`src/rtl/mem_read_arbiter_pkg.sv`:
```
// Shared encodings for the instruction/data read-port arbiter.
// Default bus width, FSM state codes, owner codes and grant bit positions.
package mem_read_arbiter_pkg;

    localparam int BUS_WIDTH = 32;

    typedef enum logic [1:0] {
        ARB_IDLE = 2'd0,
        ARB_ADDR = 2'd1,
        ARB_DATA = 2'd2
    } arb_state_e;

    localparam logic ARB_OWNER_IR = 1'b0;
    localparam logic ARB_OWNER_DR = 1'b1;

    // Bit positions inside the one-hot grant vector.
    localparam int GRANT_IR = 0;
    localparam int GRANT_DR = 1;

endpackage

```
`src/rtl/mem_read_arbiter_if.sv`:
```
// Read channel: address handshake towards memory, data handshake back.
// master = side issuing addresses, slave = side serving them.
interface mem_read_arbiter_if #(
    parameter int ADDR_WIDTH = mem_read_arbiter_pkg::BUS_WIDTH,
    parameter int DATA_WIDTH = mem_read_arbiter_pkg::BUS_WIDTH
);
    logic                  addr_valid;
    logic [ADDR_WIDTH-1:0] addr;
    logic                  addr_ready;
    logic                  data_valid;
    logic [DATA_WIDTH-1:0] data;
    logic                  data_ready;

    modport master (
        output addr_valid, addr, data_ready,
        input  addr_ready, data_valid, data
    );

    modport slave (
        input  addr_valid, addr, data_ready,
        output addr_ready, data_valid, data
    );
endinterface

```
`src/rtl/mem_read_arb_grant.sv`:
```
// One-hot grant between the instruction and data read requests.
// MEM_READ_ARB_RR_EN selects round-robin on contention; otherwise dr always wins.
module mem_read_arb_grant
    import mem_read_arbiter_pkg::*;
(
    input  logic       ir_req,
    input  logic       dr_req,
`ifdef MEM_READ_ARB_RR_EN
    input  logic       last_owner,
`endif
    output logic [1:0] grant
);

    // Resolve contention first, then single requests.
    always_comb begin
        grant = 2'b00;
        if (ir_req && dr_req) begin
`ifdef MEM_READ_ARB_RR_EN
            if (last_owner == ARB_OWNER_DR) begin
                grant[GRANT_IR] = 1'b1;
            end else begin
                grant[GRANT_DR] = 1'b1;
            end
`else
            grant[GRANT_DR] = 1'b1;
`endif
        end else if (dr_req) begin
            grant[GRANT_DR] = 1'b1;
        end else if (ir_req) begin
            grant[GRANT_IR] = 1'b1;
        end else begin
            grant = 2'b00;
        end
    end

endmodule

```
`src/rtl/mem_read_arbiter.sv`:
```
// Shares one memory read port between the ir and dr channels, one transaction at a time.
// Optional MEM_READ_ARB_RR_EN: round-robin arbitration instead of fixed dr priority.
module mem_read_arbiter
    import mem_read_arbiter_pkg::*;
#(
    parameter int ADDR_WIDTH = BUS_WIDTH,
    parameter int DATA_WIDTH = BUS_WIDTH
) (
    input  logic clk,
    input  logic rst,
    mem_read_arbiter_if.slave  ir,
    mem_read_arbiter_if.slave  dr,
    mem_read_arbiter_if.master mr
);

    arb_state_e            state_r;
    logic                  owner_r;
    logic [ADDR_WIDTH-1:0] mr_addr_r;
    logic [1:0]            grant_s;
    logic [DATA_WIDTH-1:0] rd_data_s;
    logic                  ir_addr_ready_s;
    logic                  dr_addr_ready_s;
    logic                  ir_data_valid_s;
    logic                  dr_data_valid_s;
    logic                  mr_data_ready_s;
`ifdef MEM_READ_ARB_RR_EN
    logic                  last_owner_r;
`endif

    mem_read_arb_grant u_grant (
        .ir_req     (ir.addr_valid),
        .dr_req     (dr.addr_valid),
`ifdef MEM_READ_ARB_RR_EN
        .last_owner (last_owner_r),
`endif
        .grant      (grant_s)
    );

    // Transaction FSM: latch the granted address, then wait for the memory address and data handshakes.
    always_ff @(posedge clk or negedge rst) begin
        if (!rst) begin
            state_r   <= ARB_IDLE;
            owner_r   <= ARB_OWNER_IR;
            mr_addr_r <= {ADDR_WIDTH{1'b0}};
`ifdef MEM_READ_ARB_RR_EN
            last_owner_r <= ARB_OWNER_IR;
`endif
        end else begin
            case (state_r)
                ARB_IDLE: begin
                    if (grant_s[GRANT_DR]) begin
                        mr_addr_r <= dr.addr;
                        owner_r   <= ARB_OWNER_DR;
                        state_r   <= ARB_ADDR;
`ifdef MEM_READ_ARB_RR_EN
                        last_owner_r <= ARB_OWNER_DR;
`endif
                    end else if (grant_s[GRANT_IR]) begin
                        mr_addr_r <= ir.addr;
                        owner_r   <= ARB_OWNER_IR;
                        state_r   <= ARB_ADDR;
`ifdef MEM_READ_ARB_RR_EN
                        last_owner_r <= ARB_OWNER_IR;
`endif
                    end else begin
                        state_r <= ARB_IDLE;
                    end
                end
                ARB_ADDR: begin
                    if (mr.addr_ready) begin
                        state_r <= ARB_DATA;
                    end else begin
                        state_r <= ARB_ADDR;
                    end
                end
                ARB_DATA: begin
                    if (mr.data_valid && mr_data_ready_s) begin
                        state_r <= ARB_IDLE;
                    end else begin
                        state_r <= ARB_DATA;
                    end
                end
                default: begin
                    state_r <= ARB_IDLE;
                end
            endcase
        end
    end

    // Handshake steering; address ready is gated by rst because the requests are live during reset.
    always_comb begin
        ir_addr_ready_s = 1'b0;
        dr_addr_ready_s = 1'b0;
        ir_data_valid_s = 1'b0;
        dr_data_valid_s = 1'b0;
        mr_data_ready_s = 1'b0;
        case (state_r)
            ARB_IDLE: begin
                ir_addr_ready_s = grant_s[GRANT_IR] & rst;
                dr_addr_ready_s = grant_s[GRANT_DR] & rst;
            end
            ARB_ADDR: begin
                mr_data_ready_s = 1'b0;
            end
            ARB_DATA: begin
                if (owner_r == ARB_OWNER_DR) begin
                    dr_data_valid_s = mr.data_valid;
                    mr_data_ready_s = dr.data_ready;
                end else begin
                    ir_data_valid_s = mr.data_valid;
                    mr_data_ready_s = ir.data_ready;
                end
            end
            default: begin
                mr_data_ready_s = 1'b0;
            end
        endcase
    end

    assign rd_data_s     = mr.data;
    assign ir.data       = rd_data_s;
    assign dr.data       = rd_data_s;
    assign ir.addr_ready = ir_addr_ready_s;
    assign dr.addr_ready = dr_addr_ready_s;
    assign ir.data_valid = ir_data_valid_s;
    assign dr.data_valid = dr_data_valid_s;
    assign mr.addr_valid = (state_r == ARB_ADDR);
    assign mr.addr       = mr_addr_r;
    assign mr.data_ready = mr_data_ready_s;

endmodule

```
`src/flat_wrapper.sv`:
```
// flat-port wrapper written by rule: the top's interface ports become plain ports
module mem_read_arbiter_flat import mem_read_arbiter_pkg::*;
#(
    parameter int ADDR_WIDTH = BUS_WIDTH,
    parameter int DATA_WIDTH = BUS_WIDTH
)
  (clk, rst, ir_addr_valid, ir_addr, ir_data_ready, ir_addr_ready, ir_data_valid, ir_data, dr_addr_valid, dr_addr, dr_data_ready, dr_addr_ready, dr_data_valid, dr_data, mr_addr_valid, mr_addr, mr_data_ready, mr_addr_ready, mr_data_valid, mr_data);
  mem_read_arbiter_if #(.ADDR_WIDTH(ADDR_WIDTH), .DATA_WIDTH(DATA_WIDTH)) ir_i ();
  mem_read_arbiter_if #(.ADDR_WIDTH(ADDR_WIDTH), .DATA_WIDTH(DATA_WIDTH)) dr_i ();
  mem_read_arbiter_if #(.ADDR_WIDTH(ADDR_WIDTH), .DATA_WIDTH(DATA_WIDTH)) mr_i ();
  input  logic clk;
  input  logic rst;
  input wire logic [$bits(ir_i.addr_valid)-1:0] ir_addr_valid;
  input wire logic [$bits(ir_i.addr)-1:0] ir_addr;
  input wire logic [$bits(ir_i.data_ready)-1:0] ir_data_ready;
  output wire logic [$bits(ir_i.addr_ready)-1:0] ir_addr_ready;
  output wire logic [$bits(ir_i.data_valid)-1:0] ir_data_valid;
  output wire logic [$bits(ir_i.data)-1:0] ir_data;
  input wire logic [$bits(dr_i.addr_valid)-1:0] dr_addr_valid;
  input wire logic [$bits(dr_i.addr)-1:0] dr_addr;
  input wire logic [$bits(dr_i.data_ready)-1:0] dr_data_ready;
  output wire logic [$bits(dr_i.addr_ready)-1:0] dr_addr_ready;
  output wire logic [$bits(dr_i.data_valid)-1:0] dr_data_valid;
  output wire logic [$bits(dr_i.data)-1:0] dr_data;
  output wire logic [$bits(mr_i.addr_valid)-1:0] mr_addr_valid;
  output wire logic [$bits(mr_i.addr)-1:0] mr_addr;
  output wire logic [$bits(mr_i.data_ready)-1:0] mr_data_ready;
  input wire logic [$bits(mr_i.addr_ready)-1:0] mr_addr_ready;
  input wire logic [$bits(mr_i.data_valid)-1:0] mr_data_valid;
  input wire logic [$bits(mr_i.data)-1:0] mr_data;
  assign ir_i.addr_valid = ir_addr_valid;
  assign ir_i.addr = ir_addr;
  assign ir_i.data_ready = ir_data_ready;
  assign ir_addr_ready = ir_i.addr_ready;
  assign ir_data_valid = ir_i.data_valid;
  assign ir_data = ir_i.data;
  assign dr_i.addr_valid = dr_addr_valid;
  assign dr_i.addr = dr_addr;
  assign dr_i.data_ready = dr_data_ready;
  assign dr_addr_ready = dr_i.addr_ready;
  assign dr_data_valid = dr_i.data_valid;
  assign dr_data = dr_i.data;
  assign mr_addr_valid = mr_i.addr_valid;
  assign mr_addr = mr_i.addr;
  assign mr_data_ready = mr_i.data_ready;
  assign mr_i.addr_ready = mr_addr_ready;
  assign mr_i.data_valid = mr_data_valid;
  assign mr_i.data = mr_data;
  mem_read_arbiter #(.ADDR_WIDTH(ADDR_WIDTH), .DATA_WIDTH(DATA_WIDTH)) u_core (.clk(clk), .rst(rst), .ir(ir_i), .dr(dr_i), .mr(mr_i));
endmodule
```
`config.mk`:
```
export PLATFORM = sky130hd
export DESIGN_NAME = mem_read_arbiter_flat
export DESIGN_NICKNAME = d
export VERILOG_FILES = /design/src/rtl/mem_read_arbiter_pkg.sv /design/src/rtl/mem_read_arbiter_if.sv /design/src/rtl/mem_read_arb_grant.sv /design/src/rtl/mem_read_arbiter.sv /design/src/flat_wrapper.sv
export SDC_FILE = /design/constraint.sdc
export NUM_CORES = 1
export LEC_CHECK = 0
export CAP_MARGIN = 20
export CORE_MARGIN = 8
export CORE_UTILIZATION = 29
export DETAILED_ROUTE_END_ITERATION = 6
export HOLD_SLACK_MARGIN = 0.12
export PLACE_DENSITY_LB_ADDON = 0.25
export SLEW_MARGIN = 20
export SYNTH_ARGS = -nofsm -noshare
export SYNTH_HDL_FRONTEND = slang
export SYNTH_SLANG_ARGS = --single-unit
```
`constraint.sdc`:
```
create_clock -name clk -period 1.35 [get_ports clk]
set_clock_uncertainty 0.1 [all_clocks]
set_input_delay 0.27 -clock clk [delete_from_list [all_inputs] [get_ports clk]]
set_output_delay 0.27 -clock clk [all_outputs]
set_load 0.01 [all_outputs]
```
# Yosys cells after proc, flatten, opt, wreduce, memory -nomap -nowiden
# Index checks and enable logic that the tools add are counted.
# totals
reg_bits	35
in_bits	104
wordCells	34
# op_classes
eq_ne	2
n_mux	22
n_bitwise	2
reduce_logical	5
# ops
op	count
$mux W32	2
$mux W1	16
$mux W2	3
$pmux W2 S3	1
$and A1 B1 Y1	2
$eq A2 B1 Y1 const B	1
$eq A2 B2 Y1 const B	1
$logic_and A1 B1 Y1	2
$logic_not A2 Y1	1
$reduce_and A2 Y1	1
$reduce_bool A2 Y1	1

# Logic depth before layout (Yosys ltp)
# Gate-level depths: netlist of run 1.
# depth
word_depth	6
ltp_mapped	5
depth_no_buf	3

# Hierarchy
# Synthesis of run 1 repeated with hierarchy kept, for this count alone.
# unflattened
hier_cells	189
hier_area_um2	2402.3
# by_module_without_submodules
mod	area_per_inst_um2	instances	seq_area_each_um2	cells_per_inst
mem_read_arbiter	2392.3	1	875.8	187
mem_read_arb_grant	10.0	1	0.0	2

# Worst setup path before layout of run 1
# No wires, ideal clock.
# synth_timing
path_kind	reg2reg
from	register u_core.state_r[1]
to	register u_core.mr_addr_r[10], in the netlist u_core.mr.addr[10]
arrival_time_ns	1.259
path_slack_ns	-0.134
period_less_slack_ns	1.484
path_stages_with_launch	6
required_time_ns	1.125
setup_time_ns	0.125
cell_sequence	dfrtp_1 -> nor2_2 -> o21a_1 -> buf_6 -> buf_12 -> mux2_4
# synth_between
elab_chain_cells	2
# synth_lines
item	line_no	text
start, declared	mem_read_arbiter.sv:16	arb_state_e state_r;
start signal, assigned	mem_read_arbiter.sv:42	state_r <= ARB_IDLE;
start signal, assigned	mem_read_arbiter.sv:54	state_r <= ARB_ADDR;
start signal, assigned	mem_read_arbiter.sv:61	state_r <= ARB_ADDR;
$logic_not A2 Y1	mem_read_arbiter.sv:49	case (state_r)
$reduce_and A2 Y1 (no line)	n/a	
end signal, assigned	mem_read_arbiter.sv:44	mr_addr_r <= {ADDR_WIDTH{1'b0}};
end signal, assigned	mem_read_arbiter.sv:52	mr_addr_r <= dr.addr;
end signal, assigned	mem_read_arbiter.sv:59	mr_addr_r <= ir.addr;
end, declared	mem_read_arbiter.sv:18	logic [ADDR_WIDTH-1:0] mr_addr_r;
# Every way passes these cells.
# A chain may end at the register's enable or synchronous reset.

# Worst setup path in the final report of run 1
# layout_timing
from	register u_core.state_r[1]
to	register u_core.mr_addr_r[22], in the netlist u_core.mr.addr[22]
# The elaborated chain is that of the path after synthesis.

==> impl_metrics.yaml, run 1 <==
power_and_ir_drop:
  p_leak_uw: 0.00148
  pwr_density_cell_nw_per_um2: 1850
  vdd_ir_drop_max_uv: 1030
synth:
  ys_seq_elements: 35
  syn_nets: 291
  ys_types: 21
  avgSynthCellArea_um2: 12.8
  ys_seq_area_share_pct: 36.6
  ys.warnings.count: 0
  syn_inst: 187
  syn_area_um2: 2400
die:
  die-width_um: 107
  start_util_pct: 29.6
  die_y_um: 107
  core_area_um2: 8090
  die-area_um2: 11400
  num_rows: 33
  ios: 206
timing:
  tightest_slew_ns: 0.460
  finalHoldViolCount: 0
  finalCritPeriodShare_pct: 119
  slew_viol_final: 0
  fin_crit_ns: 1.61
  setup_viol: 38
  max_freq_mhz: 623
  rsz0062_at_grt: "yes"
  worst_slack_ns: -0.256
  holdWs_ns: 0.408
  maxSlewHeadroom_pct: 69.4
global_route:
  grt.overflow.total: 0
  grt_max_degree: 36
  grt_pass1_vias: 1771
  grt_pass1_wl_um: 9420
  grt.total_usage_pct: 10.3
  antenna_found_initial: 0
cts:
  cts_buffers: 5
  clock-sinks: 35
  cts_tree: "built"
  htreeDepth: 2
  path_clk_slew_ns: 0.09
  clock_path_buffers: 2
  clock_latency_ns: 0.29
  clockRootBuffer: "clkbuf_8"
setup_path:
  crit_type: "flip-flop to flip-flop"
  critPathMaxFanout: 13
  cp.required_ns: 1.42
  end_kind: "flip-flop"
  cp.arrival_ns: 1.68
  critPathLaunchType: "flip-flop"
status:
  outcome: "finished with violations"
  violations: "setup timing"
routing:
  wl_per_cell_um: 16.2
  drt_iter0_drc: 26
  routed_wl_um: 5830
  drtAntennaViolNets: 0
  drt_pass1_iterations: 3
  route.vias.total: 1500
  drc: 0
  viasPerCell: 4.18
final_layout:
  multiInputGateArea_um2: 988
  finalInstanceArea_um2: 3350
  nFillCells: 807
  register_area_um2: 877
  syn_to_final_growth_pct: 39.9
  num_antenna_cells: 0
  finalNetCount: 357
  drive_above_1_share_pct: 44.9
placed_design:
  place_congestion: 0.752
  place_area_um2: 3130
  port_buffers: 109
  dp_hpwl_um: 4340
  place_ws_ns: -0.548
job:
  max-cap-violations: 0
min_path:
  hold_path.class: "flip-flop to flip-flop"
-- metrics by stage --
stage	util [%]	instances	power (uW)	setup TNS (ns)
6_report	41.4	359	6220	-8.31
5_1_grt	41.4	359	6640	-10.87
4_1_cts	41.0	359	6200	-8.58
3_5_place_dp	38.7	339	5340	-16.34
3_3_place_gp	38.7	339	5310	-15.70
2_1_floorplan	-	187	3940	-3.58
-- area by class of cell --
type                       count  area share (%)
multi-input combinational     79            29.5
clock inverter                 3           0.709
inverter                       1           0.112
clock buffer                   5            2.05
timing repair buffer         131            37.6
tap                          105            3.92
sequential                    35            26.2
-- worst paths after layout --
path                                         start                 end  slack, ns  cells past startpoint
worst min-delay path            u_core.mr.addr[16]  u_core.mr.addr[16]       0.41                      1
worst min register to register  u_core.mr.addr[16]  u_core.mr.addr[16]       0.41                      1
min in group asynchronous                      rst   u_core.mr.addr[8]       0.49                      3
max in group asynchronous                      rst      u_core.owner_r       0.32                      3
worst max-delay path             u_core.state_r[1]  u_core.mr.addr[22]      -0.26                      5
worst max register to register   u_core.state_r[1]  u_core.mr.addr[22]      -0.26                      5
-- placed cells by master (no fill, tap or decap), drive strengths merged --
| cell type | count |
|---|---|
| nor2 | 2 |
| o21a | 1 |
| a22o | 1 |
| nand2b | 1 |
| dlygate4sd3 | 1 |
| nor3b | 1 |
| nor2b | 2 |
| clkbuf | 10 |
| clkdlybuf4s50 | 69 |
| o2bb2ai | 1 |
| clkdlybuf4s15 | 27 |
| mux2 | 64 |
| inv | 2 |
| nand2 | 1 |
| clkinvlp | 2 |
| a21o | 1 |
| and4b | 2 |
| dfrtp | 35 |
| mux2i | 1 |
| and3 | 1 |
| buf | 29 |
-- cell usage after synthesis (all sizes together) --
| library cell | number | share of area, % |
|---|---|---|
| buf | 72 | 24 |
| and3 | 1 | 0.26 |
| nor2 | 2 | 0.42 |
| and4b | 2 | 0.84 |
| mux2 | 64 | 35 |
| dfrtp | 35 | 37 |
| nor2b | 2 | 0.52 |
| nand2 | 1 | 0.16 |
| o21a | 1 | 0.31 |
| inv | 1 | 0.16 |
| a21o | 1 | 0.31 |
| nand2b | 1 | 0.26 |
| nor3b | 1 | 0.31 |
| mux2i | 1 | 0.42 |
| o2bb2ai | 1 | 0.37 |
| a22o | 1 | 0.37 |
-- logic make-up after synthesis --
logic type / after synthesis / synth area share (%)
AO/OA/AOI/OAI: 4 / 1.36
buffers and inverters: 73 / 24.3
flip-flops: 35 / 36.6
multiplexers: 65 / 35.0
AND/OR/NAND/NOR: 10 / 2.77
-- repair_timing --
action / CTS / global route
resized for setup: 75 / 37
gates cloned: 1 / 0
hold endpoints to repair: 35 / 0
setup buffers: 10 / 1
endpoints found under the setup margin: 70 / 67
pin swaps: 3 / 3
hold buffers: 1 / 0
-- flip-flops by register name, indices dropped and copies added (netlist names) --
name,count
u_core.mr.addr,32
u_core.state_r,2
u_core.owner_r,1
-- critical path, cell delays in order, from the launching register on --
cell	delay [ns]
dfrtp_1	0.42
nor2_2	0.15
buf_4	0.13
o21a_4	0.19
buf_12	0.18
mux2_4	0.31
-- routing by layer --
layer	GRT usage [%]	up-vias	wire [um]
li1	-	702	-
met1	11.5	710	2330
met2	15.9	74	2750
met3	5.82	14	650
met4	4.22	0	97
met5	0	-	0
-- power by group --
| group | internal, uW | total [uW] | switching (uW) |
|---|---|---|---|
| sequential | 1590 | 1920 | 323 |
| clock | 369 | 789 | 420 |
| combinational | 2280 | 3510 | 1230 |
(Power assumes the default switching activity.)
==> run 2: changes to the inputs <==
--- a/config.mk
+++ b/config.mk
@@ -8,6 +8,7 @@
 export CAP_MARGIN = 20
 export CORE_MARGIN = 8
 export CORE_UTILIZATION = 29
+export CTS_CLUSTER_DIAMETER = 80
 export DETAILED_ROUTE_END_ITERATION = 6
 export HOLD_SLACK_MARGIN = 0.12
 export PLACE_DENSITY_LB_ADDON = 0.25
==> results of run 2 <==
Same layout as run 1: the final DEF is identical, and so are final timing and power.
